<file path="config.mk">
export PLATFORM = sky130hd
export DESIGN_NAME = serial_adder
export DESIGN_NICKNAME = d
export VERILOG_FILES = /design/src/rtl/serial_adder_pkg.sv /design/src/rtl/full_adder_bit.sv /design/src/rtl/serial_adder.sv
export SDC_FILE = /design/constraint.sdc
export NUM_CORES = 1
export LEC_CHECK = 0
export ABC_AREA = 1
export BUFFER_PORTS_ARGS = -buffer_cell sky130_fd_sc_hd__clkbuf_2
export CAP_MARGIN = 0
export CORE_UTILIZATION = 55
export DETAILED_ROUTE_END_ITERATION = 7
export GPL_TIMING_DRIVEN = 1
export PLACE_DENSITY_LB_ADDON = 0.15
export RECOVER_POWER = 25
export SLEW_MARGIN = 40
export SYNTH_ARGS = -nofsm -noshare
export SYNTH_HDL_FRONTEND = slang
export SYNTH_SLANG_ARGS = --single-unit
</file>
<file path="constraint.sdc">
create_clock -name clk -period 2.1 [get_ports clk]
set_clock_uncertainty 0.2 [all_clocks]
set_input_delay 0.105 -clock clk [delete_from_list [all_inputs] [get_ports clk]]
set_output_delay 0.105 -clock clk [all_outputs]
set_load 0.01 [all_outputs]
</file>
<file path="src/rtl/serial_adder_pkg.sv">
// serial_adder_pkg: shared FSM state type and counter-width helper for the bit-serial adder
package serial_adder_pkg;

    typedef enum logic [1:0] {
        IDLE = 2'd0,
        RUN  = 2'd1,
        DONE = 2'd2
    } state_e;

    // Bit counter must hold values 0..WIDTH
    function automatic int cnt_width(input int width);
        return $clog2(width + 1);
    endfunction

endpackage

</file>
<file path="src/rtl/full_adder_bit.sv">
// full_adder_bit: combinational 1-bit full adder, the addition twin of the diff/borr subtractor cell
module full_adder_bit (
    input  logic a_i,
    input  logic b_i,
    input  logic cin_i,
    output logic s_o,
    output logic co_o
);

    assign s_o  = a_i ^ b_i ^ cin_i;
    assign co_o = (a_i & b_i) | (cin_i & (a_i ^ b_i));

endmodule

</file>
<file path="src/rtl/serial_adder.sv">
// serial_adder: LSB-first bit-serial adder built from one full-adder cell and a carry flop
module serial_adder
    import serial_adder_pkg::*;
#(
    parameter int WIDTH = 8
) (
    input  logic             clk,
    input  logic             rst_n,
    input  logic             start_i,
    input  logic [WIDTH-1:0] a_i,
    input  logic [WIDTH-1:0] b_i,
    input  logic             cin_i,
    output logic             busy_o,
    output logic             done_o,
    output logic [WIDTH-1:0] sum_o,
    output logic             cout_o
);

    localparam int CW = cnt_width(WIDTH);

    state_e           state_q, state_d;
    logic [WIDTH-1:0] a_q, a_d, b_q, b_d, sum_q, sum_d;
    logic             carry_q, carry_d, cout_q, cout_d;
    logic [CW-1:0]    cnt_q, cnt_d;
    logic             fa_s, fa_co;

    full_adder_bit u_fa (
        .a_i   (a_q[0]),
        .b_i   (b_q[0]),
        .cin_i (carry_q),
        .s_o   (fa_s),
        .co_o  (fa_co)
    );

    // Next-state and datapath: capture on accepted start, one bit per cycle in RUN
    always_comb begin
        state_d = state_q;
        a_d     = a_q;
        b_d     = b_q;
        sum_d   = sum_q;
        carry_d = carry_q;
        cout_d  = cout_q;
        cnt_d   = cnt_q;
        case (state_q)
            IDLE, DONE: begin
                state_d = IDLE;
                if (start_i) begin
                    a_d     = a_i;
                    b_d     = b_i;
                    carry_d = cin_i;
                    sum_d   = '0;
                    cout_d  = 1'b0;
                    cnt_d   = '0;
                    state_d = RUN;
                end
            end
            RUN: begin
                a_d     = a_q >> 1;
                b_d     = b_q >> 1;
                sum_d   = {fa_s, sum_q[WIDTH-1:1]};
                carry_d = fa_co;
                cout_d  = fa_co;
                cnt_d   = cnt_q + CW'(1);
                if (cnt_q == CW'(WIDTH - 1)) state_d = DONE;
            end
            default: state_d = IDLE;
        endcase
    end

    // State and datapath registers, cleared asynchronously so a reset abandons any sum in flight
    always_ff @(posedge clk or negedge rst_n) begin
        if (!rst_n) begin
            state_q <= IDLE;
            a_q     <= '0;
            b_q     <= '0;
            sum_q   <= '0;
            carry_q <= 1'b0;
            cout_q  <= 1'b0;
            cnt_q   <= '0;
        end else begin
            state_q <= state_d;
            a_q     <= a_d;
            b_q     <= b_d;
            sum_q   <= sum_d;
            carry_q <= carry_d;
            cout_q  <= cout_d;
            cnt_q   <= cnt_d;
        end
    end

    assign busy_o = (state_q == RUN);
    assign done_o = (state_q == DONE);
    assign sum_o  = sum_q;
    assign cout_o = cout_q;

endmodule

</file>
==> results.md, run 1 <==
* Slowest CP cell: dfrtp_1
* CP delay by family, top: flip-flops
* Critical path cell sequence: inv_2 > nor2_4 > clkbuf_2
* Least-Margin Pin Slew at 0.789 ns
* Startpoint Class: register
* Share of layout cells above drive strength 1 at 13.4%
* Final setup TNS at 0 ns
* Worst Setup Slack, final at 0.359 ns
* Reg2Reg Setup Slack at 0.42 ns
* DRT iter0 DRCs at 30
* Core Region at 0.00250 mm²
* Crit end category: output port
* Placed Area at 0.00163 mm²
* Post-cts resize count at 0
* Tot GR Track Use at 25.7%
* Post-route cell area at 0.00185 mm²
* Syn_area_per_cell at 7.81 µm²
* Ys flop type: dfrtp_1
* Global placement routability congestion at 0.760
* Clock transition at path regs at 0.09 ns
* Yosys top cell area share at 54.3%
* Cell variety after synth at 18
* I/O Pins at 31
* Ant diodes at 0
* Die area at 0.00289 mm²
* Commonest cells in the netlist: 98 x nand2_1, 32 x dfrtp_1, 29 x inv_1
* Fmax at 574 MHz
* NumNets Final at 262
* Register bit total from synthesis at 32
* Max-cap violations at 0
* Area Growth Syn to Fin at 25.2%
* Met3 Usage GRT at 5.93%
* WP depth at 3
* Largest net degree at the start of global routing at 33
* Total CTS buffers at 5
* Worst Setup EP: busy_o
* Cells after synthesis at 189
* Hold Crit Class: in2async
* Largest area contributor in the netlist: dfrtp_1
* Worst skew pair latency at 0.34 ns
* Pwr dens at 1300 mW/mm²
* Max rail drop VDD at 1.13 mV
* Slew HR at 47.4%
* Final core utilization at 73.9%
* Worst Path Buf+Inv at 2
* Grt met1 use at 25.5%
* Leak at 1.05 nW
* Worst EP required at 1.79 ns
* Outcome: finished, final reports clean
* Cell Rows at 18
* Worst Reg2Reg Path Length in Cells at 6
* Dominant cell by count in the synthesized netlist: nand2_1
* CTS tree: built
* Max-slew violations at 0
* Port-buffer cells at 30
* Postcts setup bufs at 0
* Number of global-route vias before repair at 1,257
* Setup WS pre-CTS at 0.458 ns
* DR vias/cell at 4.78
* Maximum clock path buffer count at 2
* Grt peak-use layer: met2
* Syn Nets at 211
* # DRC at 0
* Initial antenna violation count at 0
* Share of async-settable or async-resettable flops after synthesis at 100%
* Final wirelength at 2.99 mm
* Synthesized cell area at 0.00148 mm²
* Fin. Hold Viols at 0
* Final HPWL DP at 1.84 mm
* Global Route met2 Usage at 47.5%
* First-pass GRT wire length at 5.02 mm
* RR Startpoint: state_q[1]$_DFFE_PN0P_
* H-tree Lvls at 2
* Die H at 53.8 µm
* Main area contributors after synthesis: dfrtp_1 54%, nand2_1 25%, inv_1 7.4%
* Clk root buf: clkbuf_4
* 1st-pass router iterations at 6
* Fin crit share at 82.9%
* CP Data Arrival Time at 1.44 ns
* Final Critical Period at 1.74 ns
* Start point of the critical path: state_q[0]$_DFFE_PN0P_
* Remaining antenna violation count at 0
* RSZ-0062 raised after global routing: false
* Crit path largest cell delay at 0.44 ns
* DR vias at 1,282
* Starting Density at 59.0%
* Horiz. Die Dim at 53.8 µm
* CP Class: reg2out
* Tot Pwr at 2.40 mW
* Reg-to-reg endpoint: a_q[7]$_DFFE_PN0P_
* CTS sink count at 32
* Routed WL per cell at 11.1 µm
* Hold-fix buffers, CTS at 19
* Max FO, Critical Path at 19
* Post-synth EDFFs at 0
* Final setup vio count at 0
* Gr ovfl total at 0
* Yosys warning total at 0
* Part of the Yosys area used for sequential elements at 54.3%
==> metal layers <==
metal | vias to the layer above | share of wire [%] | wire length, µm
met4 | 0 | 1.7 | 52
li1 | 659 | - | -
met3 | 5 | 3.8 | 113
met1 | 590 | 40 | 1200
met2 | 28 | 54 | 1620
met5 | - | 0 | 0
==> worst min path at each step <==
stage	start	end	slack (ns)	depth (start not counted)
finish	rst_n	sum_o[5]$_DFFE_PN0P_	0.20	2
global route	rst_n	sum_o[6]$_DFFE_PN0P_	0.30	2
CTS	rst_n	sum_o[6]$_DFFE_PN0P_	0.20	2
detailed placement	rst_n	sum_o[6]$_DFFE_PN0P_	0.03	1
global placement	rst_n	sum_o[7]$_DFFE_PN0P_	0.004	1
floorplan	rst_n	a_q[0]$_DFFE_PN0P_	-0.39	0
==> cells in the final DEF (no fill, tap or decap) <==
cell type	count
a21oi_1	1
buf_4	1
clkbuf_1	8
clkbuf_2	22
clkbuf_4	5
dfrtp_1	32
dlygate4sd3_1	19
fa_1	1
ha_1	1
inv_1	29
inv_2	2
nand2_1	98
nand3_1	2
nand3b_1	1
nand4_1	1
nor2_1	4
nor2_2	1
nor2_4	1
o21ai_0	1
o22ai_1	8
==> registers in the layout, indices dropped and copies added, names as in the netlist <==
signal   flops
a_q          8
b_q          8
sum_o        8
cnt_q        4
state_q      2
carry_q      1
cout_o       1
==> area by class of cell <==
| cell class | count | area, µm² |
|---|---|---|
| Clock buffer | 5 | 37.5 |
| Fill cell | 204 | 653 |
| Timing Repair Buffer | 50 | 338 |
| Multi-Input combinational cell | 120 | 517 |
| Sequential cell | 32 | 801 |
| Inverter | 31 | 116 |
| Tap cell | 30 | 37.5 |
==> where the power goes <==
group,internal (mW),switching (mW),leakage (nW)
sequential,0.889,0.165,0.405
clock,0.112,0.192,0.0230
combinational,0.387,0.655,0.622
==> cells by family after synthesis <==
group | share of synthesized area [%]
adder cells (fa/ha/maj) | 2.21
AO/OA/AOI/OAI | 4.07
flip-flops | 54.3
AND/OR/NAND/NOR | 28.8
buffers and inverters | 10.7
==> through the flow <==
stage / instances / hold slack, ns
3_3_place_gp: 244 / 0.00420
6_report: 268 / 0.198
2_1_floorplan: 189 / -0.391
4_1_cts: 268 / 0.203
5_1_grt: 268 / 0.297
3_5_place_dp: 244 / 0.0286
==> worst reg2reg max path, delay by kind of cell (launching register included) <==
kind,cells,cell delay (ns)
AND/OR/NAND/NOR,4,0.64
flip-flops,1,0.40
buffers and inverters,2,0.37
No activity file was read; power rests on OpenSTA's default activity.
==> run 2: changes to the inputs <==
--- a/config.mk
+++ b/config.mk
@@ -5,10 +5,10 @@
 export SDC_FILE = /design/constraint.sdc
 export NUM_CORES = 1
 export LEC_CHECK = 0
-export ABC_AREA = 1
+export ABC_AREA = 0
 export BUFFER_PORTS_ARGS = -buffer_cell sky130_fd_sc_hd__clkbuf_2
 export CAP_MARGIN = 0
-export CORE_UTILIZATION = 55
+export CORE_UTILIZATION = 52
 export DETAILED_ROUTE_END_ITERATION = 7
 export GPL_TIMING_DRIVEN = 1
 export PLACE_DENSITY_LB_ADDON = 0.15
==> constraint.sdc (replaced) <==
create_clock -name clk -period 1.8 [get_ports clk]
set_clock_uncertainty 0.2 [all_clocks]
set_input_delay 0.09 -clock clk [delete_from_list [all_inputs] [get_ports clk]]
set_output_delay 0.09 -clock clk [all_outputs]
set_load 0.01 [all_outputs]
==> run 2 against run 1 <==
Combinational power rose by 13%. Design area down 3.9%. First-iteration DRC count fell by 43%. Cell count is 26% lower. Synthesized area down 7.3%. Total power grew 18%. Non-clock buffer count rose by 2. Core utilization decreased by 2.3 points. Setup slack lost 0.29 ns. Synthesized cell count decreased by 38%. Die area down 1.9%. Critical path type unchanged. Critical endpoint unchanged. Largest cell class unchanged. Highest routed layer unchanged.
==> results.md, run 2 <==
* Max FO, Critical Path at 23 (was 19)
* Yosys warning total at 0 (unchanged)
* CP delay by family, top: buffers and inverters (was flip-flops)
* Ys flop type: dfrtp_1 (unchanged)
* Syn Nets at 140 (was 211)
* Commonest cells after routing, fill and taps aside: 32 x dfrtp_1, 30 x clkbuf_2, 18 x dlygate4sd3_1 (was 98 x nand2_1, 32 x dfrtp_1, 29 x inv_1)
* DRT iter0 DRCs at 17 (was 30)
* Commonest non-fill, non-tap cell in the layout: dfrtp_1 (was nand2_1)
* Crit path largest cell delay at 0.40 ns (was 0.44 ns)
* # DRC at 0 (unchanged)
* Fin crit share at 96.3%
* Die H at 53.3 µm (was 53.8 µm)
* Hold Crit Class: in2reg (was in2async)
* Layout Cells excl Fill at 199 (was 268)
* Clk root buf: clkbuf_4 (unchanged)
* CP Data Arrival Time at 1.44 ns (about the same)
* Share of async-settable or async-resettable flops after synthesis at 100% (unchanged)
* Startpoint Class: register (unchanged)
* Gr ovfl total at 0 (unchanged)
* Slowest CP cell: dfrtp_1 (unchanged)
* Port-buffer cells at 30 (unchanged)
* Number of global-route vias before repair at 1,066 (was 1,257)
* Max rail drop VDD at 1.09 mV (was 1.13 mV)
* RSZ-0062 raised after global routing: true (was false)
* Pwr dens at 1600 mW/mm² (was 1300 mW/mm²)
* Cell variety after synth at 23 (was 18)
* Syn_area_per_cell at 11.6 µm² (was 7.81 µm²)
* First-pass GRT wire length at 4.88 mm (was 5.02 mm)
* Share of layout cells above drive strength 1 at 25.4% (was 13.4%)
* Fin. Hold Viols at 0 (unchanged)
* Max-cap violations at 0 (unchanged)
* Dominant cell by count in the synthesized netlist: dfrtp_1 (was nand2_1)
* Least-Margin Pin Slew at 0.773 ns (was 0.789 ns)
* Initial antenna violation count at 0 (unchanged)
* Starting Density at 55.2% (was 59.0%)
* Placed Area at 0.00153 mm² (was 0.00163 mm²)
* Synthesized cell area at 0.00137 mm² (was 0.00148 mm²)
* Largest net degree at the start of global routing at 33 (unchanged)
* Worst EP required at 1.51 ns (was 1.79 ns)
* Final setup vio count at 0 (unchanged)
* Main area contributors after synthesis: dfrtp_1 59%, a22o_1 7.0%, a22oi_1 6.6% (was dfrtp_1 54%, nand2_1 25%, inv_1 7.4%)
* Register bit total from synthesis at 32 (unchanged)
* Tot GR Track Use at 25.4% (was 25.7%)
* Fmax at 577 MHz
* Area Growth Syn to Fin at 29.7% (was 25.2%)
* DR vias at 1,108 (was 1,282)
* Yosys top cell area share at 58.6% (was 54.3%)
* Outcome: finished, final reports clean (unchanged)
* Worst skew pair latency at 0.33 ns (was 0.34 ns)
* Die area at 0.00284 mm² (was 0.00289 mm²)
* Fillers at 196 (was 204)
* Critical path cell sequence: nand2b_1 > inv_2 > clkbuf_2 (was inv_2 > nor2_4 > clkbuf_2)
* CTS tree: built (unchanged)
* NumNets Final at 190 (was 262)
* Post-route cell area at 0.00177 mm² (was 0.00185 mm²)
* Horiz. Die Dim at 53.3 µm (was 53.8 µm)
* Routed WL per cell at 15.3 µm (was 11.1 µm)
* I/O Pins at 31 (unchanged)
* Final HPWL DP at 1.85 mm (was 1.84 mm)
* Slew HR at 48.5% (was 47.4%)
* Final wirelength at 3.05 mm (was 2.99 mm)
* Global placement routability congestion at 0.773 (was 0.760)
* DR vias/cell at 5.57 (was 4.78)
* Maximum clock path buffer count at 2 (unchanged)
* Core Region at 0.00248 mm² (was 0.00250 mm²)
* Max-slew violations at 0 (unchanged)
* Post-synth EDFFs at 0 (unchanged)
* Leak at 0.891 nW (was 1.05 nW)
* Part of the Yosys area used for sequential elements at 58.6% (was 54.3%)
* Crit end category: output port (unchanged)
* Postcts setup bufs at 0 (unchanged)
* Remaining antenna violation count at 0 (unchanged)
* 1st-pass router iterations at 4 (was 6)
* CP Class: reg2out (unchanged)
* Clock transition at path regs at 0.10 ns (was 0.09 ns)
* CTS sink count at 32 (unchanged)
* Worst Path Buf+Inv at 2 (unchanged)
* Post-cts resize count at 0 (unchanged)
* Cell Rows at 18 (unchanged)
* H-tree Lvls at 2 (unchanged)
* Commonest cells in the netlist: 32 x dfrtp_1, 15 x nand2_1, 12 x a22oi_1, 12 x nand3_1, 11 x a22o_1 (was 98 x nand2_1, 32 x dfrtp_1, 29 x inv_1)
* Total CTS buffers at 5 (unchanged)
* Inst Count DP at 173 (was 244)
* Cells after synthesis at 118 (was 189)
* Largest area contributor in the netlist: dfrtp_1 (unchanged)
* Final Critical Period at 1.73 ns
* Ant diodes at 0 (unchanged)
## run 2: changes by cell type after synthesis, moves of 3 or more
cell | previous run | this run
nor2b_1 | 0 | 3
a22o_1 | 0 | 11
mux2i_1 | 0 | 4
nand2_1 | 98 | 15
inv_1 | 29 | 3
clkbuf_1 | 0 | 3
o22ai_1 | 8 | 0
nor3_1 | 0 | 3
a22oi_1 | 0 | 12
nand3_1 | 2 | 12
## run 2: what timing repair did
| item | in CTS | in global routing |
|---|---|---|
| setup endpoints to repair | 0 | 1 |
| hold buffers | 18 | 0 |
| hold endpoints to repair | 49 | 0 |
## run 2: metrics by stage
stage | hold slack, ns | setup slack (ns) | power (mW) | util (%) | setup TNS, ns
global route | 0.144 | -0.0100 | 3.05 | 71.6 | -0.0100
finish | 0.118 | 0.0673 | 2.84 | 71.6 | 0
floorplan | -0.406 | 0.372 | 2.07 | - | 0
global placement | -0.00923 | 0.242 | 2.31 | 61.9 | 0
CTS | 0.111 | 0.0695 | 2.84 | 71.6 | 0
detailed placement | -0.00248 | 0.167 | 2.37 | 61.9 | 0
## run 2: logic make-up (layout without fill, tap and decap cells)
kind of cell	after synthesis	count (layout)	synth area share, %
adders and majority gates	2	2	2.38
AOI/OAI and AO/OA	28	28	16.7
DFF	32	32	58.6
and+or+nand+nor	38	38	12.9
xor gates and xnor gates	1	1	0.641
muxes	4	4	2.93
buffers and inverters	13	64	5.85
## run 2: tightest hold or removal path, stage by stage
cell and delay [ns]:
clkbuf_2 0.08, nand2b_1 0.29, nand2_1 0.15
## run 2: layout make-up
cell class                      count  area (µm²)  area share [%]
Clock buffer                        6        51.3            2.89
Clock inverter                      2        10.0           0.564
Inverter                            4        15.0           0.846
Multi-Input combinational cell     73         487            27.4
Sequential cell                    32         801            45.1
Tap cell                           30        37.5            2.12
Timing Repair Buffer               52         373            21.0
## run 2: worst paths after layout
kind | cells after the start | endpoint | slack [ns] | startpoint
max in group asynchronous | 2 | b_q[7]$_DFFE_PN0P_ | 0.75 | rst_n
setup / recovery | 3 | busy_o | 0.07 | state_q[1]$_DFFE_PN0P_
min in group asynchronous | 2 | sum_o[1]$_DFFE_PN0P_ | 0.15 | rst_n
hold / removal | 3 | state_q[0]$_DFFE_PN0P_ | 0.12 | start_i
setup reg to reg | 5 | sum_o[3]$_DFFE_PN0P_ | 0.11 | state_q[1]$_DFFE_PN0P_
hold reg to reg | 1 | state_q[1]$_DFFE_PN0P_ | 0.30 | cnt_q[3]$_DFFE_PN0P_
## run 2: per-layer routing
layer,vias to the layer above,GRT usage [%],part of all wire (%)
li1,528,-,-
met1,542,30.8,43
met2,32,41.9,51
met3,6,7.76,4.3
met4,0,9.21,1.1
met5,-,0,0
## run 2: where the power goes
part | internal [mW] | total [mW] | switching (mW) | leakage (nW)
Combinational | 0.536 | 1.18 | 0.643 | 0.446
Sequential | 1.02 | 1.23 | 0.201 | 0.407
Clock | 0.186 | 0.432 | 0.246 | 0.0380
==> run 3: changes to the inputs <==
--- a/config.mk
+++ b/config.mk
@@ -8,7 +8,7 @@
 export ABC_AREA = 0
 export BUFFER_PORTS_ARGS = -buffer_cell sky130_fd_sc_hd__clkbuf_2
 export CAP_MARGIN = 0
-export CORE_UTILIZATION = 52
+export CORE_UTILIZATION = 55
 export DETAILED_ROUTE_END_ITERATION = 7
 export GPL_TIMING_DRIVEN = 1
 export PLACE_DENSITY_LB_ADDON = 0.15
==> constraint.sdc (replaced) <==
create_clock -name clk -period 2.2 [get_ports clk]
set_clock_uncertainty 0.2 [all_clocks]
set_input_delay 0.11 -clock clk [delete_from_list [all_inputs] [get_ports clk]]
set_output_delay 0.11 -clock clk [all_outputs]
set_load 0.01 [all_outputs]
==> run 3 against run 2 <==
Sequential power shrank 19%. Global-route usage grew 0.58 points. First-iteration DRC count grew to 2.5 times the previous value. Total power shrank 19%. Design area shrank 1.1%. Die area shrank 5.2%. Sequential share of layout area grew 0.48 points. Combinational power shrank 22%. Setup slack gained 0.35 ns.
==> results.md, run 3 (synthesis results as in run 2) <==
* Commonest non-fill, non-tap cell in the layout: dfrtp_1 (unchanged)
* Remaining antenna violation count at 0 (unchanged)
* Gr ovfl total at 0 (unchanged)
* Tot GR Track Use at 25.9% (was 25.4%)
* H-tree Lvls at 2 (unchanged)
* CP Class: reg2out (unchanged)
* Worst EP required at 1.89 ns (was 1.51 ns)
* Outcome: finished, final reports clean (unchanged)
* DR vias/cell at 5.76 (was 5.57)
* Pwr dens at 1310 mW/mm² (was 1600 mW/mm²)
* Max rail drop VDD at 1.04 mV (was 1.09 mV)
* Multi-input gate area at 487 µm² (unchanged)
* DR vias at 1,124 (was 1,108)
* Final wirelength at 2.99 mm (was 3.05 mm)
* Maximum clock path buffer count at 2 (unchanged)
* Reg2Reg Setup Slack at 0.49 ns (was 0.11 ns)
* Largest net degree at the start of global routing at 33 (unchanged)
* Fmax at 560 MHz
* Clock transition at path regs at 0.10 ns (about the same)
* Hold Crit Class: in2reg (unchanged)
* NumNets Final at 189 (was 190)
* Final setup vio count at 0 (unchanged)
* Post-route cell area at 0.00176 mm² (was 0.00177 mm²)
* Crit path largest cell delay at 0.38 ns (was 0.40 ns)
* RR Startpoint: state_q[1]$_DFFE_PN0P_ (unchanged)
* Worst Hold End: cnt_q[0]$_DFFE_PN0P_ (was state_q[0]$_DFFE_PN0P_)
* Postcts setup bufs at 0 (unchanged)
* Worst skew pair latency at 0.34 ns (was 0.33 ns)
* First-pass GRT wire length at 4.75 mm (was 4.88 mm)
* Max FO, Critical Path at 30 (was 23)
* Starting Density at 60.1% (was 55.2%)
* Leak at 0.883 nW (was 0.891 nW)
* Global placement routability congestion at 0.705 (was 0.773)
* Routed WL per cell at 15.3 µm (about the same)
* Fin. Hold Viols at 0 (unchanged)
* Cell Rows at 17 (was 18)
* Horiz. Die Dim at 51.9 µm (was 53.3 µm)
* Die area at 0.00269 mm² (was 0.00284 mm²)
* Startpoint Class: register (unchanged)
* Crit end category: output port (unchanged)
* Total CTS buffers at 5 (unchanged)
* Final setup TNS at 0 ns (unchanged)
* Core Region at 0.00228 mm² (was 0.00248 mm²)
* Slowest CP cell: dfrtp_1 (unchanged)
* Post-cts resize count at 0 (unchanged)
* Reg-to-reg endpoint: sum_o[4]$_DFFE_PN0P_ (was sum_o[3]$_DFFE_PN0P_)
* RSZ-0062 raised after global routing: false (was true)
* # DRC at 0 (unchanged)
* CP Data Arrival Time at 1.47 ns (was 1.44 ns)
* Number of global-route vias before repair at 1,044 (was 1,066)
* Placed Area at 0.00151 mm² (was 0.00153 mm²)
* Final HPWL DP at 1.74 mm (was 1.85 mm)
* Max-slew violations at 0 (unchanged)
* CTS tree: built (unchanged)
* CTS sink count at 32 (unchanged)
* Commonest cells after routing, fill and taps aside: 32 x dfrtp_1, 30 x clkbuf_2, 18 x dlygate4sd3_1 (unchanged)
* Fillers at 143 (was 196)
* Final Critical Period at 1.78 ns
* Hold Path Origin: start_i (unchanged)
* Worst Reg2Reg Path Length in Cells at 5 (unchanged)
* Clk root buf: clkbuf_4 (unchanged)
* Least-Margin Pin Slew at 0.789 ns (was 0.773 ns)
* 1st-pass router iterations at 5 (was 4)
* Critical path cell sequence: nand2b_1 > inv_2 > clkbuf_2 (unchanged)
* Port-buffer cells at 30 (unchanged)
* Fin crit share at 81.1%
* Share of layout cells above drive strength 1 at 24.6% (was 25.4%)
* Hold Path Stages at 4 (was 3)
* Storage cell area at 801 µm² (unchanged)
* Hold Slack at 0.137 ns (was 0.118 ns)
* DRT iter0 DRCs at 43 (was 17)
* Die H at 51.9 µm (was 53.3 µm)
* Area Growth Syn to Fin at 28.4% (was 29.7%)
* Max-cap violations at 0 (unchanged)
* Slew HR at 47.4% (was 48.5%)
* I/O Pins at 31 (unchanged)
* Ant diodes at 0 (unchanged)
* Initial antenna violation count at 0 (unchanged)
run 3: cell types whose count changed in the layout (fill, tap and decap cells not counted), sizes merged:
cell	change
clkbuf	+1
buf	-1
clkinv	-2
run 3: metrics by stage:
stage,utilization [%],std cells,power (mW),worst slack (ns)
after detailed placement,66.4,170,1.90,0.521
after floorplan,-,118,1.70,0.772
after global placement,66.4,170,1.85,0.551
after global routing,77.1,195,2.46,0.312
final,77.1,195,2.30,0.416
after CTS,77.1,195,2.30,0.414
run 3: what timing repair did:
| item | in CTS | in global routing |
|---|---|---|
| hold buffers | 18 | 0 |
| hold endpoints to repair | 49 | 0 |
| endpoints found under the setup margin | 0 | 0 |
run 3: critical path, delay by kind of cell, from the launching register on:
| kind | cells | cell delay [ns] |
|---|---|---|
| buffers and inverters | 2 | 0.59 |
| flip-flops | 1 | 0.38 |
| AND/OR/NAND/NOR | 1 | 0.16 |
run 3: final cells by class:
| cell class | instances | share of cell area (%) |
|---|---|---|
| multi-input combinational | 73 | 27.7 |
| clock buffer | 7 | 3.71 |
| tap | 28 | 2.00 |
| sequential | 32 | 45.6 |
| inverter | 4 | 0.855 |
| timing repair buffer | 51 | 20.1 |
run 3: how the worst max path moves through the flow:
stage | cells past startpoint | slack, ns | endpoint | startpoint
2_1_floorplan | 7 | 0.77 | a_q[1]$_DFFE_PN0P_ | state_q[0]$_DFFE_PN0P_
3_3_place_gp | 5 | 0.55 | sum_o[2]$_DFFE_PN0P_ | state_q[1]$_DFFE_PN0P_
3_5_place_dp | 5 | 0.52 | b_q[7]$_DFFE_PN0P_ | state_q[1]$_DFFE_PN0P_
4_1_cts | 3 | 0.41 | busy_o | state_q[1]$_DFFE_PN0P_
5_1_grt | 3 | 0.31 | busy_o | state_q[1]$_DFFE_PN0P_
6_report | 3 | 0.42 | busy_o | state_q[1]$_DFFE_PN0P_
run 3: routing by layer:
layer | track usage [%] | part of all wire (%)
met5 | 0 | 0
met1 | 30.3 | 43
met2 | 41.9 | 51
met3 | 10.8 | 3.9
met4 | 10.4 | 1.9
run 3: where the power goes:
group          total (mW)  switching (mW)  leakage [nW]  internal, mW
clock               0.379           0.198        0.0374         0.181
sequential          0.996           0.158         0.407         0.838
combinational       0.924           0.512         0.438         0.412
